### src/rtl/btn_debounce_if.sv
// Button pin / debounced-event bundle shared by the debouncer and its consumers.
// slave = debouncer side (takes raw pins, drives events); master = pin/consumer side.
interface btn_debounce_if #(
  parameter int NUM_BTN = 5
);
  logic [NUM_BTN-1:0] user_btn;
  logic [NUM_BTN-1:0] btn_level;
  logic [NUM_BTN-1:0] btn_press;
  logic [NUM_BTN-1:0] btn_release;
  logic [NUM_BTN-1:0] btn_long;

  modport master (
    output user_btn,
    input  btn_level,
    input  btn_press,
    input  btn_release,
    input  btn_long
  );

  modport slave (
    input  user_btn,
    output btn_level,
    output btn_press,
    output btn_release,
    output btn_long
  );
endinterface

### src/rtl/btn_debounce.sv
// Per-button 2-flop synchronizer plus stability counter, giving a clean level and press/release pulses.
// Optional long-press detection is compiled in with `define BTN_LONG_PRESS_EN.
module btn_debounce #(
  parameter int NUM_BTN         = 5,
  parameter int DEBOUNCE_CYCLES = 1562500,
  parameter int LONG_CYCLES     = 312500000
) (
  input  logic           clk156,
  input  logic           rst_n,
  btn_debounce_if.slave  btn
);

`ifdef BTN_LONG_PRESS_EN
  localparam bit USE_LONG = 1'b1;
`else
  localparam bit USE_LONG = 1'b0;
`endif

  localparam int CNT_SPAN = (USE_LONG && (LONG_CYCLES > DEBOUNCE_CYCLES)) ? LONG_CYCLES
                                                                          : DEBOUNCE_CYCLES;
  localparam int CNT_W = (CNT_SPAN < 1) ? 1 : $clog2(CNT_SPAN + 1);

  localparam logic [CNT_W-1:0] DB_MAX  = CNT_W'(DEBOUNCE_CYCLES - 1);
  localparam logic [CNT_W-1:0] CNT_ONE = CNT_W'(1);

  logic [NUM_BTN-1:0] sync_p0;
  logic [NUM_BTN-1:0] sync_p1;

  logic [NUM_BTN-1:0] level_q,   level_d;
  logic [NUM_BTN-1:0] press_q,   press_d;
  logic [NUM_BTN-1:0] release_q, release_d;
  logic [CNT_W-1:0]   cnt_q [NUM_BTN];
  logic [CNT_W-1:0]   cnt_d [NUM_BTN];

  // Stage p0/p1: metastability synchronizer; only sync_p1 feeds the filter
  always_ff @(posedge clk156 or negedge rst_n) begin
    if (!rst_n) begin
      sync_p0 <= '0;
      sync_p1 <= '0;
    end else begin
      sync_p0 <= btn.user_btn;
      sync_p1 <= sync_p0;
    end
  end

  // A change is accepted only after DEBOUNCE_CYCLES consecutive samples disagree with the level
  always_comb begin
    level_d   = level_q;
    press_d   = '0;
    release_d = '0;
    for (int i = 0; i < NUM_BTN; i++) begin
      cnt_d[i] = '0;
      if (sync_p1[i] != level_q[i]) begin
        if (cnt_q[i] == DB_MAX) begin
          level_d[i]   = sync_p1[i];
          press_d[i]   = sync_p1[i];
          release_d[i] = ~sync_p1[i];
        end else begin
          cnt_d[i] = cnt_q[i] + CNT_ONE;
        end
      end
    end
  end

  // Stage p2: registered level, event pulses and stability counters
  always_ff @(posedge clk156 or negedge rst_n) begin
    if (!rst_n) begin
      level_q   <= '0;
      press_q   <= '0;
      release_q <= '0;
      for (int i = 0; i < NUM_BTN; i++) cnt_q[i] <= '0;
    end else begin
      level_q   <= level_d;
      press_q   <= press_d;
      release_q <= release_d;
      for (int i = 0; i < NUM_BTN; i++) cnt_q[i] <= cnt_d[i];
    end
  end

  assign btn.btn_level   = level_q;
  assign btn.btn_press   = press_q;
  assign btn.btn_release = release_q;

`ifdef BTN_LONG_PRESS_EN
  localparam logic [CNT_W-1:0] LONG_MAX  = CNT_W'(LONG_CYCLES - 1);
  localparam logic [CNT_W-1:0] LONG_DONE = CNT_W'(LONG_CYCLES);

  logic [CNT_W-1:0]   hold_q [NUM_BTN];
  logic [CNT_W-1:0]   hold_d [NUM_BTN];
  logic [NUM_BTN-1:0] long_q, long_d;

  // Hold counter parks at LONG_CYCLES after firing, so one press yields one long pulse
  always_comb begin
    long_d = '0;
    for (int i = 0; i < NUM_BTN; i++) begin
      hold_d[i] = '0;
      if (level_q[i]) begin
        hold_d[i] = hold_q[i];
        if (hold_q[i] != LONG_DONE) hold_d[i] = hold_q[i] + CNT_ONE;
        long_d[i] = (hold_q[i] == LONG_MAX);
      end
    end
  end

  // Stage p2 (long press): registered hold counters and pulse
  always_ff @(posedge clk156 or negedge rst_n) begin
    if (!rst_n) begin
      long_q <= '0;
      for (int i = 0; i < NUM_BTN; i++) hold_q[i] <= '0;
    end else begin
      long_q <= long_d;
      for (int i = 0; i < NUM_BTN; i++) hold_q[i] <= hold_d[i];
    end
  end

  assign btn.btn_long = long_q;
`else
  assign btn.btn_long = '0;
`endif

endmodule

### src/flat_wrapper.sv
// flat-port wrapper written by rule: the top's interface ports become plain ports
module btn_debounce_flat 
#(
  parameter int NUM_BTN         = 5,
  parameter int DEBOUNCE_CYCLES = 1562500,
  parameter int LONG_CYCLES     = 312500000
)
  (clk156, rst_n, btn_user_btn, btn_btn_level, btn_btn_press, btn_btn_release, btn_btn_long);
  btn_debounce_if #(.NUM_BTN(NUM_BTN)) btn_i ();
  input  logic clk156;
  input  logic rst_n;
  input wire logic [$bits(btn_i.user_btn)-1:0] btn_user_btn;
  output wire logic [$bits(btn_i.btn_level)-1:0] btn_btn_level;
  output wire logic [$bits(btn_i.btn_press)-1:0] btn_btn_press;
  output wire logic [$bits(btn_i.btn_release)-1:0] btn_btn_release;
  output wire logic [$bits(btn_i.btn_long)-1:0] btn_btn_long;
  assign btn_i.user_btn = btn_user_btn;
  assign btn_btn_level = btn_i.btn_level;
  assign btn_btn_press = btn_i.btn_press;
  assign btn_btn_release = btn_i.btn_release;
  assign btn_btn_long = btn_i.btn_long;
  btn_debounce #(.NUM_BTN(NUM_BTN), .DEBOUNCE_CYCLES(DEBOUNCE_CYCLES), .LONG_CYCLES(LONG_CYCLES)) u_core (.clk156(clk156), .rst_n(rst_n), .btn(btn_i));
endmodule
### config.mk
export PLATFORM = sky130hd
export DESIGN_NAME = btn_debounce_flat
export DESIGN_NICKNAME = d
export VERILOG_FILES = /design/src/rtl/btn_debounce_if.sv /design/src/rtl/btn_debounce.sv /design/src/flat_wrapper.sv
export SDC_FILE = /design/constraint.sdc
export NUM_CORES = 1
export LEC_CHECK = 0
export CAP_MARGIN = 20
export CORE_ASPECT_RATIO = 1.75
export CORE_MARGIN = 5
export CORE_UTILIZATION = 55
export CTS_CLUSTER_DIAMETER = 30
export CTS_CLUSTER_SIZE = 25
export DETAILED_ROUTE_END_ITERATION = 7
export GPL_TIMING_DRIVEN = 0
export PLACE_DENSITY = 0.83
export SYNTH_ARGS = -nofsm -noshare
export SYNTH_HDL_FRONTEND = slang
export SYNTH_SLANG_ARGS = --single-unit
### constraint.sdc
create_clock -name clk156 -period 4.75 [get_ports clk156]
set_input_delay 0.95 -clock clk156 [delete_from_list [all_inputs] [get_ports clk156]]
set_output_delay 0.95 -clock clk156 [all_outputs]
set_load 0.05 [all_outputs]
* Yosys cells after proc, flatten, opt, wreduce, memory -nomap -nowiden
Cells that the tools add are included.
** Storage, ports and cells
- Input bits :: 7
- Output and inout bits :: 20
- Word-level logic and storage cells :: 69
- Bits in registers :: 130
** Operators by class
- Bitwise operators :: 5
- Add/subtract/negate cells :: 5
- Multiplexer cells :: 30
- Reduce and logical (&&, ||, !) cells :: 5
- Equal/unequal tests :: 10
** Operator list (count)
- 2-to-1 mux 21 bit :: 10
- adder 21 x 1 -> 21 bit, second input constant :: 5
- == test 21 bit, second input constant :: 5
- 2-to-1 mux 1 bit :: 20
- AND reduction 2 bit :: 5
- inequality test 1 bit :: 5
- inverter 1 bit :: 5

* Logic depth before layout (Yosys ltp)
- Depth in word-level cells :: 3
- Depth in mapped cells :: 7
- Depth with buffers taken out :: 5

* Worst setup path before layout
No wires, ideal clock.
- Kind :: reg2reg
- Start :: reg u_core.cnt_q[0] in the netlist's numbering
- End :: reg u_core.cnt_q[20] in the netlist's numbering
- Library setup time :: 0.078 ns
- Path buffers :: 0
- Required time :: 4.672 ns
- Stages on the path, launching flop included :: 6
- Path slack :: 2.792 ns
- Arrival time :: 1.881 ns
- Period minus slack after synthesis :: 1.958 ns
- Path through :: dfrtp_1 -> ha_1 -> nand3_4 -> or4_4 -> or4_1 -> a21oi_1
** RTL lines
- start, declared :: line btn_debounce.sv:32 : logic [CNT_W-1:0] cnt_q [NUM_BTN];

* Worst setup path in the final report
- Start :: reg u_core.level_q[0] (netlist: u_core.btn.btn_level[0])
- End :: out btn_btn_level[0]
** RTL lines
- start, declared :: line btn_debounce.sv:29 : logic [NUM_BTN-1:0] level_q, level_d;
- start signal, assigned :: line btn_debounce.sv:73 : level_q <= level_d;
- end, declared :: line flat_wrapper.sv:13 : output wire logic [$bits(btn_i.btn_level)-1:0] btn_btn_level;
No word-level cell between the ends.

==> implementation parameters <==
Parameter                              Value

Run status
  Run status ... complete, no violations

Detailed routing
  Routed wire per std cell ... 16.2 µm
  Post-detailed-route count of antenna-violating nets ... 0
  DRC violation total after the first TritonRoute iteration ... 265
  Iteration count of the initial detailed-routing pass ... 5
  Aggregate routed wire length ... 12800 µm
  Vias after detailed routing ... 4724
  Number of vias per cell after detailed routing ... 5.99
  # DRC ... 0

Clocking
  Clock Sink Count ... 130
  H-tree depth ... 4
  Root Buffer Master ... sky130_fd_sc_hd__clkbuf_16
  Clock slew at reported path FFs ... 0.05 ns
  Setup repair bufs after CTS ... 0
  Number of cells upsized or downsized after cts ... 0
  CTS Buf Count ... 17
  Clock tree from TritonCTS ... done
  Post-cts hold buffer count ... 0
  Worst-skew pair later-pin latency ... 0.41 ns
  Clock tree buffer depth ... 2

Worst setup path
  Critical path's top delay family ... buffers and inverters
  Crit path cell chain ... clkdlybuf4s50_1
  Type of destination of the critical path ... output port
  Cell with the largest stage delay on the worst path ... sky130_fd_sc_hd__clkdlybuf4s50_1
  Kind of critical path ... flip-flop to output port
  Arrival @ worst endpoint ... 1.69 ns
  Worst Setup Start Kind ... flip-flop
  CP Max Fanout ... 5
  Count of buffering cells on the critical path with inverters included ... 1
  Data required, critical path ... 3.80 ns
  Critical Path Max Stage Delay ... 0.87 ns

STA
  Min cycle time layout ... 2.64 ns
  Final max-slew violation count ... 0
  Post-Route Hold Slack ... 0.346 ns
  Final setup vio count ... 0
  Unrepaired setup endpoints after global routing ... no
  Least setup slack across all paths after layout ... 2.11 ns
  Clock Skews ... 0.00920 ns
  Setup TNS after final layout ... 0 ns
  Headroom to the max-slew limit ... 0.402
  Slew at the pin with the worst max-slew slack ... 0.889 ns
  Ratio of final minimum period to clock period ... 0.556
  Hold Violations, Final ... 0
  Highest Clock Rate ... 0.379 GHz

Floorplanning
  Die W ... 89.8 µm
  Core area ... 0.0110 mm²
  Die Outline Area ... 0.0134 mm²
  # IOs ... 27
  Site row count ... 51
  Die span in y ... 150 µm
  Effective utilization at floorplan ... 0.555

Synth
  Register bit count reported by yosys ... 130
  Post-synth EDFFs ... 0
  Total number of yosys warnings ... 0
  Mapped Avg Cell Area ... 10.2 µm²
  Proportion of netlist area held by the largest area contributor ... 0.531
  Library cells used by synthesis ... 44
  Main synth FF type ... sky130_fd_sc_hd__dfrtp_1
  Netlist area before placement ... 0.00612 mm²
  Gate Count Post-Synth ... 602
  Synth area leaders ... sky130_fd_sc_hd__dfrtp_1 (53%), sky130_fd_sc_hd__xnor2_1 (6.4%), sky130_fd_sc_hd__nor2_1 (5.1%)
  Fraction of the yosys area taken by sequential cells ... 0.531
  Async set or reset register ratio after synthesis ... 1.00
  Biggest area consumer among synthesized cells ... sky130_fd_sc_hd__dfrtp_1

Power
  IR drop worst, VDD ... 0.000307 V
  Total power divided by cell area ... 352 mW/mm²
  Static leakage ... 2.88 nW

Placed design
  Placed cells ... 760
  IO buf count ... 21
  Global placement routability congestion ... 0.810
  Worst Setup Slack post-DPL ... 2.43 ns
  HPWL after DPL ... 8360 µm

Final layout
  Number of fillers in the final layout ... 834
  Share of post-route cells with drive strength above 1 ... 0.0869
  Synth-to-Final Area Change ... 16.2%
  Final core utilization ... 0.644
  Multi-input combinational cell area ... 0.00272 mm²
  Number of nets in the final layout ... 659
  Register cell area after layout ... 0.00325 mm²
  Non-filler cells in the finished layout ... 788
  Diodes inserted ... 0

GRT
  All-layer global routing usage ... 0.195
  Vias in the first global route ... 4800
  Largest net degree at the start of global routing ... 107
  Gr ovfl total ... 0
  Number of antenna violations at the first check in global routing ... 0
  Wire length of the first global-routing pass ... 21600 µm

Worst hold path
  Class of the most critical hold timing path ... flip-flop to flip-flop

Job
  Number of violations of the max-capacitance limit ... 0
==> cell usage in the layout (no fill, tap or decap), types with 4 or more instances in the layout <==
cell / instances
sky130_fd_sc_hd__xor2_1: 29
sky130_fd_sc_hd__and3_1: 14
sky130_fd_sc_hd__o21ai_0: 18
sky130_fd_sc_hd__nand3_1: 37
sky130_fd_sc_hd__nor3b_1: 10
sky130_fd_sc_hd__or4_1: 5
sky130_fd_sc_hd__buf_4: 5
sky130_fd_sc_hd__conb_1: 5
sky130_fd_sc_hd__a21oi_1: 25
sky130_fd_sc_hd__nand2_1: 28
sky130_fd_sc_hd__nand4_1: 26
sky130_fd_sc_hd__mux2_2: 5
sky130_fd_sc_hd__or3_1: 18
sky130_fd_sc_hd__clkbuf_16: 17
sky130_fd_sc_hd__inv_1: 17
sky130_fd_sc_hd__nor2_1: 83
sky130_fd_sc_hd__or2_2: 4
sky130_fd_sc_hd__nor3_1: 17
sky130_fd_sc_hd__dfrtp_1: 130
sky130_fd_sc_hd__nor4bb_1: 4
sky130_fd_sc_hd__o31ai_1: 5
sky130_fd_sc_hd__and4_1: 8
sky130_fd_sc_hd__nor4_1: 22
sky130_fd_sc_hd__ha_1: 5
sky130_fd_sc_hd__clkdlybuf4s50_1: 20
sky130_fd_sc_hd__xnor2_1: 45
sky130_fd_sc_hd__clkinv_2: 4
sky130_fd_sc_hd__clkbuf_1: 15
==> power breakdown <==
part	leakage, nW	switching [mW]	internal (mW)	total [mW]
sequential	1.78	0.0162	1.12	1.14
combinational	0.811	0.0579	0.0244	0.0823
clock	0.284	0.444	0.836	1.28
total	2.88	0.518	1.98	2.50
==> cell type report <==
class,instances,share of cell area
flip-flops and latches,130,0.457
multi-input cells,439,0.383
clock buffers,21,0.0647
repair buffers,22,0.0336
well taps,132,0.0232
clock inverters,7,0.0155
plain buffers,20,0.0135
inverters,17,0.00897
==> synthesized netlist by cell type (4+ instances only) <==
| cell | n |
|---|---|
| sky130_fd_sc_hd__mux2_2 | 5 |
| sky130_fd_sc_hd__or3_1 | 18 |
| sky130_fd_sc_hd__nor3_1 | 17 |
| sky130_fd_sc_hd__xnor2_1 | 45 |
| sky130_fd_sc_hd__or4_1 | 5 |
| sky130_fd_sc_hd__and3_1 | 14 |
| sky130_fd_sc_hd__nor3b_1 | 10 |
| sky130_fd_sc_hd__nor2_1 | 83 |
| sky130_fd_sc_hd__nand4_1 | 26 |
| sky130_fd_sc_hd__inv_1 | 17 |
| sky130_fd_sc_hd__buf_4 | 5 |
| sky130_fd_sc_hd__nand3_1 | 37 |
| sky130_fd_sc_hd__o31ai_1 | 5 |
| sky130_fd_sc_hd__nor4bb_1 | 4 |
| sky130_fd_sc_hd__dfrtp_1 | 130 |
| sky130_fd_sc_hd__and4_1 | 8 |
| sky130_fd_sc_hd__a21oi_1 | 25 |
| sky130_fd_sc_hd__ha_1 | 5 |
| sky130_fd_sc_hd__xor2_1 | 29 |
| sky130_fd_sc_hd__o21ai_0 | 18 |
| sky130_fd_sc_hd__or2_2 | 4 |
| sky130_fd_sc_hd__clkbuf_1 | 13 |
| sky130_fd_sc_hd__nor4_1 | 22 |
| sky130_fd_sc_hd__nand2_1 | 28 |
==> layer usage <==
layer / vias to the layer above / global-route usage / part of all wire
li1: 2209 / - / -
met1: 2328 / 0.217 / 0.40
met2: 149 / 0.347 / 0.53
met3: 38 / 0.0478 / 0.041
met4: 0 / 0.0946 / 0.028
met5: - / 0 / 0
==> kinds of logic after synthesis <==
kind of cell | count (synthesis) | share of synthesized area
AO/OA/AOI/OAI | 55 | 0.0515
adder cells (fa/ha/maj) | 5 | 0.0102
other | 1 | 0.000613
XOR/XNOR | 74 | 0.106
flip-flops | 130 | 0.531
multiplexers | 6 | 0.0108
AND/OR/NAND/NOR | 294 | 0.263
buffers and inverters | 37 | 0.0262
==> registers in the layout (all words and copies together), names as in the netlist <==
signal                  flops
u_core.btn.btn_level        5
u_core.btn.btn_release      5
u_core.cnt_q              105
u_core.sync_p0              5
u_core.sync_p1              5
u_core.btn.btn_press        5
==> through the flow <==
step	total power, mW	instance area [µm²]
6_report	2.50	7110
3_3_place_gp	1.24	6510
4_1_cts	2.52	7110
5_1_grt	2.58	7110
3_5_place_dp	1.24	6540
2_1_floorplan	1.20	6140
==> worst paths after layout <==
kind / from / end / slack (ns) / cells after the start
max: u_core.btn.btn_level[0] / btn_btn_level[0] / 2.11 / 1
min: u_core.sync_p0[3] / u_core.sync_p1[3] / 0.35 / 0
max reg2reg: u_core.cnt_q[21] / u_core.cnt_q[37] / 2.40 / 7
min reg2reg: u_core.sync_p0[3] / u_core.sync_p1[3] / 0.35 / 0
max in group asynchronous: rst_n / u_core.cnt_q[80] / 3.58 / 2
min in group asynchronous: rst_n / u_core.cnt_q[101] / 0.39 / 1
Note: power is estimated with default switching activity, not from simulation.
==> RTL change (config.mk and constraints unchanged) <==
`NUM_BTN` is set to 5 in 3 places; all go to 6.
--- a/src/rtl/btn_debounce_if.sv
+++ b/src/rtl/btn_debounce_if.sv
@@ -1,7 +1,7 @@
 // Button pin / debounced-event bundle shared by the debouncer and its consumers.
 // slave = debouncer side (takes raw pins, drives events); master = pin/consumer side.
 interface btn_debounce_if #(
-  parameter int NUM_BTN = 5
+  parameter int NUM_BTN = 6
 );
   logic [NUM_BTN-1:0] user_btn;
   logic [NUM_BTN-1:0] btn_level;
--- a/src/rtl/btn_debounce.sv
+++ b/src/rtl/btn_debounce.sv
@@ -1,7 +1,7 @@
 // Per-button 2-flop synchronizer plus stability counter, giving a clean level and press/release pulses.
 // Optional long-press detection is compiled in with `define BTN_LONG_PRESS_EN.
 module btn_debounce #(
-  parameter int NUM_BTN         = 5,
+  parameter int NUM_BTN         = 6,
   parameter int DEBOUNCE_CYCLES = 1562500,
   parameter int LONG_CYCLES     = 312500000
 ) (
--- a/src/flat_wrapper.sv
+++ b/src/flat_wrapper.sv
@@ -1,7 +1,7 @@
 // flat-port wrapper written by rule: the top's interface ports become plain ports
 module btn_debounce_flat 
 #(
-  parameter int NUM_BTN         = 5,
+  parameter int NUM_BTN         = 6,
   parameter int DEBOUNCE_CYCLES = 1562500,
   parameter int LONG_CYCLES     = 312500000
 )
Ports: changed (5 resized); port bits go from 27 to 32. No check against the original RTL was run, so the function may have changed too.
==> RTL change against the original RTL <==
Cell area grew 21%; setup slack worse by 4.5 ps; sequential cell count increased by 26; hold slack got worse by 1.4 ps; synthesized area increased by 22%; total power increased by 19%; wire length up 16%.
==> RTL change: results (changes against the original RTL) <==
Post-Syn Area per Cell: 10.1 um^2 (-0.39%)
Final GP Congestion: 0.824 (+1.7%)
Worst Tran Pin Value: 881 ps (-7.91 ps)
critical path arrival: 1690 ps (about the same)
min-delay worst type: flip-flop to flip-flop
Pre-Repair DR Iteration Count: 5 (unchanged)
max reg flops: 126 (+20%)
first-pass GRT wire length: 26.3 mm (+22%)
diode count: 0 (unchanged)
P_comb: 103 uW (+25%)
Leak: 3.52 nW (+22%)
Worst path max stage delay: 870 ps (about the same)
Final #Nets: 799 (+21%)
CP Max Fanout: 5 (unchanged)
initial antenna violation count: 0 (unchanged)
Resized Gates After CTS: 0 (unchanged)
Global Route Usage Sum: 19.6% (+0.041 points)
Clock Latency Late Sink: 410 ps (about the same)
Power, Total: 2.97 mW (+19%)
Yosys cell types: 44 (unchanged)
Clock Power: 1.51 mW (+18%)
Area contributors post-synth: dfrtp_1 52%, xor2_1 5.5%, nor2_1 5.0%, xnor2_1 4.7%, nand4_1 3.5%
NonClk Buf Share: 4.89% (+0.18 points)
root buffer cell: clkbuf_16
Detail Route met3 WL: 566 um (+8.2%)
number of sequential cells: 156 (+20%)
# setup viols final: 0 (unchanged)
number of ordinary inverters in the final layout: 10 (-7)
Routed Wire Length: 14.8 mm (+16%)
pin count of the biggest net entering global routing: 103 (-3.7%)
Reg area: 0.00390 mm^2 (+20%)
DP HPWL: 9.93 mm (+19%)
Via Count: 5685 (+20%)
Multi-input gate area: 0.00338 mm^2 (+24%)
vias in the first global route: 5894 (+23%)
port buffer count: 25 (+19%)
Top reg by flops: u_core.cnt_q
Seq/Total Area, Yosys: 52.4% (-0.71 points)
Multi-In Gates: 545 (+24%)
met2 routed WL: 7.91 mm (+16%)
Area after DPL: 0.00796 mm^2 (+22%)
share of cells above drive strength 1: 9.40% (+0.71 points)
Non-clk bufs: 55 (+31%)
clk cell area share: 7.66% (-0.36 points)
clk_skew: 8.35 ps (-0.845 ps)
M1 WL: 6.04 mm (+19%)
maximum vdd drop: 248 uV (-19%)
CTS Buffer Depth: 2 (unchanged)
R2R Setup Slk: 2580 ps (+180 ps)
status: complete, no violations
cts bufs inserted: 17 (unchanged)
Synth async-reset ratio: 100% (unchanged)
uppermost routed layer: met4
clkbuf count: 23 (+9.5%)
Initial DRC Count: 307 (+16%)
top_reg_cell synth: dfrtp_1
Filler cells: 1023 (+23%)
number of setup buffers added after CTS: 0 (unchanged)
most instantiated cells after synthesis: 156 x dfrtp_1, 100 x nor2_1, 47 x xor2_1
sw frac: 20.8% (+0.092 points)
RTL change: cell types whose count changed after synthesis, moves of 7 or more:
cell,before,now
inv_1,17,10
nand2_1,28,42
dfrtp_1,130,156
a21oi_1,25,33
xor2_1,29,47
nand3_1,37,44
nor2_1,83,100
o31ai_1,5,12
nand4_1,26,42
RTL change: cell families after synthesis:
group / share of synthesized area [%]
simple gates: 27.4
flops: 52.4
xor+xnor: 10.2
compound gates: 5.51
buf+inv: 2.42
fa+ha+maj: 1.01
mux: 0.907
other cells: 0.0504
RTL change: routing by layer:
metal | vias up | track usage, %
li1 | 2734 | -
met1 | 2802 | 23.0
met2 | 118 | 34.6
met3 | 31 | 4.63
met4 | 0 | 7.25
met5 | - | 0
RTL change: through the flow:
stage          util (%)  instances  hold WS, ps  setup WS (ps)
2_1_floorplan         -        740          331           2900
3_3_place_gp       59.3        939          335          -3480
3_5_place_dp       59.5        940          335           2550
4_1_cts            64.4        972          346           2090
5_1_grt            64.4        972          348           2040
6_report           64.4        972          345           2110
RTL change: final timing paths:
path | start | to | cells after the start
max reg2reg | u_core.cnt_q[21]$_DFF_PN0_ | u_core.cnt_q[38]$_DFF_PN0_ | 7
min | u_core.sync_p0[2]$_DFF_PN0_ | u_core.sync_p1[2]$_DFF_PN0_ | 0
min reg2reg | u_core.sync_p0[2]$_DFF_PN0_ | u_core.sync_p1[2]$_DFF_PN0_ | 0
max in group asynchronous | rst_n | u_core.cnt_q[95]$_DFF_PN0_ | 2
max | u_core.btn.btn_level[0]$_DFFE_PN0P_ | btn_btn_level[0] | 1
min in group asynchronous | rst_n | u_core.cnt_q[74]$_DFF_PN0_ | 1
